## src/rtl/reaction_timer_ctrl.sv

```systemverilog
// reaction_timer_ctrl: DE10-Lite reaction-timer game controller.
// Holds the game FSM, a ms-tick prescaler, an LFSR random start delay,
// an N-digit saturating BCD reaction counter and a best-score register.
// Optional feature macro: FALSE_START_EN (enables the FALSE_START state).
module reaction_timer_ctrl #(
    parameter int unsigned N_DIGITS     = 4,
    parameter int unsigned TICK_DIV     = 50000,
    parameter int unsigned MIN_DELAY_MS = 1000,
    parameter int unsigned DELAY_BITS   = 11,
    parameter int unsigned FS_HOLD_MS   = 2000
) (
    input  logic                  MAX10_CLK1_50,
    input  logic                  reset_n,
    input  logic                  key_start_n,
    input  logic                  key_clear_n,
    input  logic                  sw_attract,
    output logic [4*N_DIGITS-1:0] digits,
    output logic [N_DIGITS-1:0]   digit_blank,
    output logic [2:0]            state_code,
    output logic                  go_led,
    output logic                  new_record
);

    localparam int unsigned DW      = 4 * N_DIGITS;
    localparam int unsigned PW      = (TICK_DIV > 1) ? $clog2(TICK_DIV) : 1;
    localparam int unsigned DLY_MAX = MIN_DELAY_MS + (2 ** DELAY_BITS) - 1;
    localparam int unsigned CNT_MAX = (DLY_MAX > FS_HOLD_MS) ? DLY_MAX : FS_HOLD_MS;
    localparam int unsigned CW      = $clog2(CNT_MAX + 1);
    localparam logic [DW-1:0] BCD_ALL9 = {N_DIGITS{4'h9}};
    localparam logic [DW-1:0] BCD_ALLE = {N_DIGITS{4'hE}};
    localparam logic [15:0]   LFSR_SEED = 16'hACE1;

    typedef enum logic [2:0] {
        S_IDLE        = 3'b000,
        S_DELAYING    = 3'b001,
        S_TIMING      = 3'b010,
        S_DISPLAYING  = 3'b011,
        S_ATTRACT     = 3'b100,
        S_FALSE_START = 3'b101
    } state_t;

    state_t          r_state, w_next;
    logic [1:0]      r_start_sync, r_clear_sync, r_attr_sync;
    logic            r_start_prev, r_clear_prev, r_start_press, r_clear_press;
    logic [15:0]     r_lfsr;
    logic [PW-1:0]   r_presc;
    logic [CW-1:0]   r_cnt, w_cnt_nxt, w_delay_load;
    logic [DW-1:0]   r_bcd, w_bcd_nxt, w_bcd_inc;
    logic [DW-1:0]   r_score, w_score_nxt, r_best, w_best_nxt;
    logic [DW-1:0]   w_digits_nxt;
    logic [N_DIGITS-1:0] w_blank_nxt;
    logic            w_rec_nxt, w_carry;
    logic            w_start_p, w_clear_p, w_attract, w_tick;

    // Two-flop synchronizers for the raw pins
    always_ff @(posedge MAX10_CLK1_50 or negedge reset_n) begin
        if (!reset_n) begin
            r_start_sync <= 2'b11;
            r_clear_sync <= 2'b11;
            r_attr_sync  <= 2'b00;
        end else begin
            r_start_sync <= {r_start_sync[0], key_start_n};
            r_clear_sync <= {r_clear_sync[0], key_clear_n};
            r_attr_sync  <= {r_attr_sync[0], sw_attract};
        end
    end

    // Registered falling-edge detect producing one-cycle press pulses
    always_ff @(posedge MAX10_CLK1_50 or negedge reset_n) begin
        if (!reset_n) begin
            r_start_prev  <= 1'b1;
            r_clear_prev  <= 1'b1;
            r_start_press <= 1'b0;
            r_clear_press <= 1'b0;
        end else begin
            r_start_prev  <= r_start_sync[1];
            r_clear_prev  <= r_clear_sync[1];
            r_start_press <= r_start_prev & ~r_start_sync[1];
            r_clear_press <= r_clear_prev & ~r_clear_sync[1];
        end
    end

    // Clear beats start when both arrive together
    assign w_clear_p    = r_clear_press;
    assign w_start_p    = r_start_press & ~r_clear_press;
    assign w_attract    = r_attr_sync[1];
    assign w_tick       = (r_presc == PW'(TICK_DIV - 1));
    assign w_delay_load = CW'(MIN_DELAY_MS) + CW'(r_lfsr[DELAY_BITS-1:0]);

    // Fibonacci LFSR x^16+x^14+x^13+x^11+1, shifts every cycle
    always_ff @(posedge MAX10_CLK1_50 or negedge reset_n) begin
        if (!reset_n) r_lfsr <= LFSR_SEED;
        else          r_lfsr <= {r_lfsr[14:0], r_lfsr[15] ^ r_lfsr[13] ^ r_lfsr[12] ^ r_lfsr[10]};
    end

    // Millisecond prescaler, restarted on every state change
    always_ff @(posedge MAX10_CLK1_50 or negedge reset_n) begin
        if (!reset_n)                         r_presc <= '0;
        else if (w_next != r_state || w_tick) r_presc <= '0;
        else                                  r_presc <= r_presc + PW'(1);
    end

    // BCD ripple-carry increment of the live counter
    always_comb begin
        w_bcd_inc = r_bcd;
        w_carry   = 1'b1;
        for (int i = 0; i < int'(N_DIGITS); i++) begin
            if (w_carry) begin
                if (r_bcd[4*i +: 4] == 4'd9) begin
                    w_bcd_inc[4*i +: 4] = 4'd0;
                end else begin
                    w_bcd_inc[4*i +: 4] = r_bcd[4*i +: 4] + 4'd1;
                    w_carry             = 1'b0;
                end
            end
        end
    end

    // Next-state and datapath next values; attract overrides everything
    always_comb begin
        w_next      = r_state;
        w_cnt_nxt   = r_cnt;
        w_bcd_nxt   = r_bcd;
        w_score_nxt = r_score;
        w_best_nxt  = r_best;
        w_rec_nxt   = 1'b0;
        if (w_attract) begin
            w_next = S_ATTRACT;
        end else begin
            case (r_state)
                S_IDLE: begin
                    if (w_start_p) begin
                        w_next    = S_DELAYING;
                        w_cnt_nxt = w_delay_load;
                    end
                end
                S_DELAYING: begin
                    if (w_clear_p) begin
                        w_next = S_IDLE;
`ifdef FALSE_START_EN
                    end else if (w_start_p) begin
                        w_next    = S_FALSE_START;
                        w_cnt_nxt = CW'(FS_HOLD_MS);
`endif
                    end else if (w_tick) begin
                        if (r_cnt == CW'(1)) begin
                            w_next    = S_TIMING;
                            w_bcd_nxt = '0;
                        end else begin
                            w_cnt_nxt = r_cnt - CW'(1);
                        end
                    end
                end
                S_TIMING: begin
                    if (w_clear_p) begin
                        w_next = S_IDLE;
                    end else if (w_start_p) begin
                        w_next      = S_DISPLAYING;
                        w_score_nxt = r_bcd;
                        if (r_bcd < r_best) begin
                            w_best_nxt = r_bcd;
                            w_rec_nxt  = 1'b1;
                        end
                    end else if (w_tick && r_bcd != BCD_ALL9) begin
                        w_bcd_nxt = w_bcd_inc;
                    end
                end
                S_DISPLAYING: begin
                    if (w_clear_p) begin
                        w_next = S_IDLE;
                    end else if (w_start_p) begin
                        w_next    = S_DELAYING;
                        w_cnt_nxt = w_delay_load;
                    end
                end
`ifdef FALSE_START_EN
                S_FALSE_START: begin
                    if (w_clear_p) begin
                        w_next = S_IDLE;
                    end else if (w_tick) begin
                        if (r_cnt == CW'(1)) w_next = S_IDLE;
                        else                 w_cnt_nxt = r_cnt - CW'(1);
                    end
                end
`endif
                S_ATTRACT: w_next = S_IDLE;
                default:   w_next = S_IDLE;
            endcase
        end
    end

    // Display contents for the state being entered
    always_comb begin
        w_digits_nxt = '0;
        w_blank_nxt  = '0;
        case (w_next)
            S_IDLE:        w_digits_nxt = w_best_nxt;
            S_DELAYING:    w_blank_nxt  = '1;
            S_TIMING:      w_digits_nxt = w_bcd_nxt;
            S_DISPLAYING:  w_digits_nxt = w_score_nxt;
            S_FALSE_START: w_digits_nxt = BCD_ALLE;
            S_ATTRACT:     w_blank_nxt  = '1;
            default:       w_blank_nxt  = '1;
        endcase
    end

    // State, datapath and registered outputs
    always_ff @(posedge MAX10_CLK1_50 or negedge reset_n) begin
        if (!reset_n) begin
            r_state     <= S_IDLE;
            r_cnt       <= '0;
            r_bcd       <= '0;
            r_score     <= '0;
            r_best      <= BCD_ALL9;
            digits      <= BCD_ALL9;
            digit_blank <= '0;
            state_code  <= 3'b000;
            go_led      <= 1'b0;
            new_record  <= 1'b0;
        end else begin
            r_state     <= w_next;
            r_cnt       <= w_cnt_nxt;
            r_bcd       <= w_bcd_nxt;
            r_score     <= w_score_nxt;
            r_best      <= w_best_nxt;
            digits      <= w_digits_nxt;
            digit_blank <= w_blank_nxt;
            state_code  <= w_next;
            go_led      <= (w_next == S_TIMING);
            new_record  <= w_rec_nxt;
        end
    end

endmodule

```

## config.mk

```make
export PLATFORM = sky130hd
export DESIGN_NAME = reaction_timer_ctrl
export DESIGN_NICKNAME = d
export VERILOG_FILES = /design/src/rtl/reaction_timer_ctrl.sv
export SDC_FILE = /design/constraint.sdc
export NUM_CORES = 1
export LEC_CHECK = 0
export BUFFER_PORTS_ARGS = -buffer_cell sky130_fd_sc_hd__buf_2
export CAP_MARGIN = 20
export CORE_MARGIN = 1
export CORE_UTILIZATION = 35
export CTS_CLUSTER_SIZE = 14
export DETAILED_ROUTE_END_ITERATION = 10
export MAX_ROUTING_LAYER = met4
export PLACE_DENSITY = 0.58
export SYNTH_ARGS = -nofsm -noshare
export SYNTH_HDL_FRONTEND = slang
export SYNTH_SLANG_ARGS = --single-unit
```

## constraint.sdc

```tcl
create_clock -name MAX10_CLK1_50 -period 5.9 [get_ports MAX10_CLK1_50]
set_input_delay 0.885 -clock MAX10_CLK1_50 [delete_from_list [all_inputs] [get_ports MAX10_CLK1_50]]
set_output_delay 0.885 -clock MAX10_CLK1_50 [all_outputs]
set_load 0.02 [all_outputs]
```

# Word level (Yosys, flattened, before mapping)
# Cells that the tools add are included.
# Widths: inputs -> output; s select.
# word_totals
in_bits	5
word_cells	113
reg_bits	127
out_inout_bits	25
# op_classes
add_sub_neg	7
order_cmp	1
n_mux	52
n_eq_ne	18
n_bitwise	10
reduce_logical	7
# ops
op	count
$mux 16	17
$pmux 16 s4	1
$mux 12	5
$pmux 12 s3	1
$mux 4	8
$pmux 16 s2	1
$mux 3	8
$add 16x1->16 const B	1
$add 4x1->4 const B	4
$eq 16x16->1 const B	1
$eq 4x4->1 const B	4
$lt 16x16->1	1
$ne 16x16->1 const B	1
$add 10x11->12 const A	1
$eq 12x1->1 const B	1
$eq 3x2->1 const B	4
$pmux 3 s4	1
$sub 12x1->12 const B	1
$mux 1	10
$ne 2x2->1 const B	4
$logic_not 3->1	2
$reduce_and 6->1	1
$not 1->1	4
$reduce_or 4->1	1
8 further kinds	12

# Logic depth before layout (Yosys ltp)
# logic_depth
ltp_word	11
ltp_mapped	10
ltp_nobuf	9

# Least setup slack after synthesis
# Ideal clock, no wire load.
# synth_path
kind	register to register
startpoint	register r_best[11]
endpoint	register digits[0]
arrival_time_ns	2.531
required_ns	5.817
setup_slack_ns	3.285
stages_incl_launch_ff	10
period_less_slack_ns	2.615
setup_ns	0.083
path_buffers	1
path_cell_list	dfstp_2 > inv_1 > ha_1 > nand2_1 > o21ai_0 > o21ai_0 > o21ai_1 > buf_2 > mux2_2 > a221o_1
# synth_between
elab_chain_cells	7
# synth_lines
item	line_no	text
start, declared	49	logic [DW-1:0] r_score, w_score_nxt, r_best, w_best_nxt;
start signal, assigned	225	r_best <= w_best_nxt;
$lt 16x16->1	160	if (r_bcd < r_best) begin
$mux 16	160	
$mux 16	157	end else if (w_start_p) begin
$mux 16	155	if (w_clear_p) begin
$mux 16	130	case (r_state)
$mux 16	127	if (w_attract) begin
via w_best_nxt[0]	49	
$pmux 16 s4	196	case (w_next)
via w_digits_nxt[0]	50	logic [DW-1:0] w_digits_nxt;
end signal, assigned	226	digits <= w_digits_nxt;
end, declared	17	output logic [4*N_DIGITS-1:0] digits,
# The timed path passes the listed nets, and every way through them passes these cells.
# A chain may end at the register's enable or synchronous reset.

# Worst setup path after layout
# layout_path
startpoint	register r_state[0]
endpoint	register digits[6]
# layout_between
word_cells_on_any_way	24
classes_between	6 x eq/ne; 16 x mux; 2 x reduce/logical
# layout_rtl
item	line_no	text
start, declared	42	state_t r_state, w_next;
start signal, assigned	221	r_state <= w_next;
$eq 3x2->1	130	
$mux 16	130	
$mux 16	127	
via w_best_nxt[6]	49	
$pmux 16 s4	196	
via w_digits_nxt[6]	50	
# The timed path passes the listed nets, and every way through them passes these cells.

==> impl_metrics.toml <==
[status]
outcome = "completed"

[synthesis]
ys_ff_latch = 124
synth_top_family_by_area = "simple AND/OR/NAND/NOR gates"
synth_nets = 600
synthAdderAreaFrac_pct = 5.57
warnings_synthesis = 0
xor_and_xnor_fraction_of_the_mapped_netlist_area_pct = 3.46
postSynthAreaPerCell_um2 = 10.7
synth_edf_count = 0
synth.area.mux_share_pct = 5.65
ys_types = 59
post_synth_most_frequent_cells = "94 x sky130_fd_sc_hd__dfrtp_1, 41 x sky130_fd_sc_hd__nor2_1, 38 x sky130_fd_sc_hd__inv_1, 37 x sky130_fd_sc_hd__nand2_1, 30 x sky130_fd_sc_hd__dfstp_2"
synth.cell_area_um2 = 6070
synth_largest_type_area_fraction_pct = 38.8
synth_top_cells_by_area = "sky130_fd_sc_hd__dfrtp_1 39%, sky130_fd_sc_hd__dfstp_2 13%, sky130_fd_sc_hd__ha_1 5.6%"
syn-instance-count = 568
yosys.cell_count.top_type = "sky130_fd_sc_hd__dfrtp_1"
synthesized_area_fraction_occupied_by_ao_oa_aoi_and_oai_cells_pct = 13.6
post_synth_and_or_nand_nor_area_fraction_pct = 15.7
post_synth_arst_share_pct = 100
yosysSeqAreaShare_pct = 51.8
cell_taking_the_most_area_after_synthesis = "sky130_fd_sc_hd__dfrtp_1"
synth_top_flop_cell = "sky130_fd_sc_hd__dfrtp_1"

[critical_path]
worst_flop_to_flop_path_endpoint = "digits[6]"
critical_path.max_fanout = 17
cp-start-kind = "flip-flop"
critical_path.reg2reg.startpoint = "r_state[0]"
worstSetupPathType = "flip-flop to flip-flop"
cp_data_arrival_time_ns = 3.28
worstRegToRegCells = 7
r2r_slack_ns = 2.92
worst_ep_required_time_ns = 6.20
end_kind = "flip-flop"

[finish]
stdcell_count = 828
share_of_the_core_filled_with_cells_in_the_final_layout_pct = 42.3
final_layout_size_suffix_gt1_share_pct = 21.7
postLayoutCellArea_um2 = 7090
syn_to_final_growth_pct = 16.8
num_antenna_cells = 0
finalNetCount = 627

[die]
die_w_um = 134
fp.dieArea_um2 = 17900
floorplan.initialDensity_pct = 36.2
num_rows = 47
ios = 30
die-height_um = 134
core-area_um2 = 16800

[route]
first_iter_violations = 336
routedWlPerCell_um = 16.0
detail_route.wirelength_mm = 13.2
drc = 0
antenna_violating_nets_post_route = 0
vias_per_cell = 5.22
dr_total_vias = 4321
detailedRoute.firstPassIterationCount = 5

[global_routing]
gr-usage-all-layers_pct = 16.8
grt_first_pass_wirelength_mm = 22.5
grt_max_degree = 69
grt-ovfl-total = 0
first_global_vias = 4414
grt_antenna_before_repair = 0

[worst_hold_path]
hold_path_depth = 0
worst_hold_path.endpoint = "r_lfsr[15]"
worst_hold_startpoint = "r_lfsr[14]"
min-delay-path-class = "flip-flop to flip-flop"

[pwr]
design_power_total_mw = 2.14
p_leak_nw = 3.40
irDropWorstVdd_uv = 205
power-per-cell-area_nw_per_um2 = 301

[sta]
final-setup-viol-count = 0
clock.fmax_mhz = 335
period_minus_slack_ns = 2.98
setup_tns_final_ns = 0
timing.final.hold_violations = 0
post-route-period-util_pct = 50.5
finalClockSkew_ns = 0.00641
worst-slew-pin-transition_ns = 1.02
rsz_0062_raised_after_global_routing = "false"
slew_violations = 0
max_slew_margin_pct = 32.1

[cts]
cts-resized-gates = 0
cts.sink_count = 124
clock_path_buffers = 2
tritoncts_clock_tree = "done"
cts_buffers = 17
cts_root_buffer = "sky130_fd_sc_hd__clkbuf_16"
post-cts-setup-buffer-count = 0
cts_hold_buf = 0
cts.reportedPaths.clkPinSlew_ns = 0.05
htree_levels = 4
clock_latency_ns = 0.42

[placement]
place.gp.congestion = 0.855
portBuffers = 29
hpwl_mm = 8.90
placed_cells = 796
post_placement_cell_area_um2 = 6420

[job]
maxCapViolCount = 0
## metrics by stage
| step | hold WS [ns] | setup slack (ns) |
|---|---|---|
| 6_report | 0.349 | 2.92 |
| 2_1_floorplan | 0.331 | 3.29 |
| 4_1_cts | 0.352 | 2.90 |
| 3_5_place_dp | 0.343 | 2.93 |
| 3_3_place_gp | 0.338 | 3.03 |
| 5_1_grt | 0.354 | 2.65 |
## power by group
part	internal, mW	switching, mW	leakage (nW)	total [mW]
sequential	0.872	0.0202	1.59	0.892
clock	0.800	0.374	0.328	1.17
combinational	0.0214	0.0479	1.49	0.0693
## critical path, cell delays in order, from the launching register on
cell and delay, ns:
sky130_fd_sc_hd__dfrtp_1 0.49, sky130_fd_sc_hd__nor4b_2 0.88, sky130_fd_sc_hd__nand2_1 0.17, sky130_fd_sc_hd__a211oi_1 0.27
sky130_fd_sc_hd__o21ai_1 0.11, sky130_fd_sc_hd__buf_4 0.25, sky130_fd_sc_hd__mux2_2 0.31, sky130_fd_sc_hd__a221o_1 0.37
## sequential cells by signal, indices dropped and copies added, names as in the netlist
name and cells:
r_clear_prev 1, r_clear_sync 2, r_start_prev 1, digit_blank 1
r_score 16, r_best 16, r_lfsr 16, digits 16
r_start_sync 2, r_presc 16, r_attr_sync 2, r_cnt 12
new_record 1, go_led 1, r_state 3, r_bcd 16
r_clear_press 1, r_start_press 1
## cells by family after synthesis
kind of cell | Yosys count
adders and majority gates | 27
AOI/OAI and AO/OA | 119
xor gates and xnor gates | 24
DFF | 124
muxes | 31
buffers and inverters | 65
and+or+nand+nor | 178
## area by class of cell
class	count	area, um2
Multi-Input combinational cell	379	2670
Inverter	38	143
Timing Repair Buffer	35	193
Fill cell	1603	9670
Clock buffer	20	447
Tap cell	220	275
Sequential cell	124	3140
Clock inverter	12	218
## cells in the final DEF, fill, tap and decap left out, types with 11 or more instances in the layout
cell type	Yosys	final
sky130_fd_sc_hd__dfrtp_1	94	94
sky130_fd_sc_hd__nor2_1	41	41
sky130_fd_sc_hd__inv_1	38	38
sky130_fd_sc_hd__nand2_1	37	37
sky130_fd_sc_hd__dfstp_2	30	30
sky130_fd_sc_hd__buf_2	3	28
sky130_fd_sc_hd__o21ai_0	27	27
sky130_fd_sc_hd__ha_1	27	27
sky130_fd_sc_hd__a21oi_1	24	24
sky130_fd_sc_hd__mux2_2	22	22
sky130_fd_sc_hd__nor3_1	19	19
sky130_fd_sc_hd__clkbuf_16	0	17
sky130_fd_sc_hd__xnor2_1	15	15
sky130_fd_sc_hd__and3_1	13	13
sky130_fd_sc_hd__nand3_1	13	13
sky130_fd_sc_hd__a221o_1	11	11
## how the worst max path moves through the flow
stage | from | end | slack (ns) | depth (start not counted)
after floorplan | r_best[11] | digits[0] | 3.29 | 9
after global placement | r_state[0] | digits[2] | 3.03 | 7
after detailed placement | r_state[0] | digits[2] | 2.93 | 7
after CTS | r_state[0] | digits[6] | 2.90 | 7
after global routing | r_state[1] | digits[2] | 2.65 | 7
final | r_state[0] | digits[6] | 2.92 | 7
## metal layers
metal  vias to the layer above  wire (um)  GRT usage [%]
li1                       2089          -              -
met1                      2129       5920           20.6
met2                        84       6500           26.7
met3                        19        588           4.26
met4                         0        194           6.31
met5                         -          0              -
No activity file was read; power rests on OpenSTA's default activity.
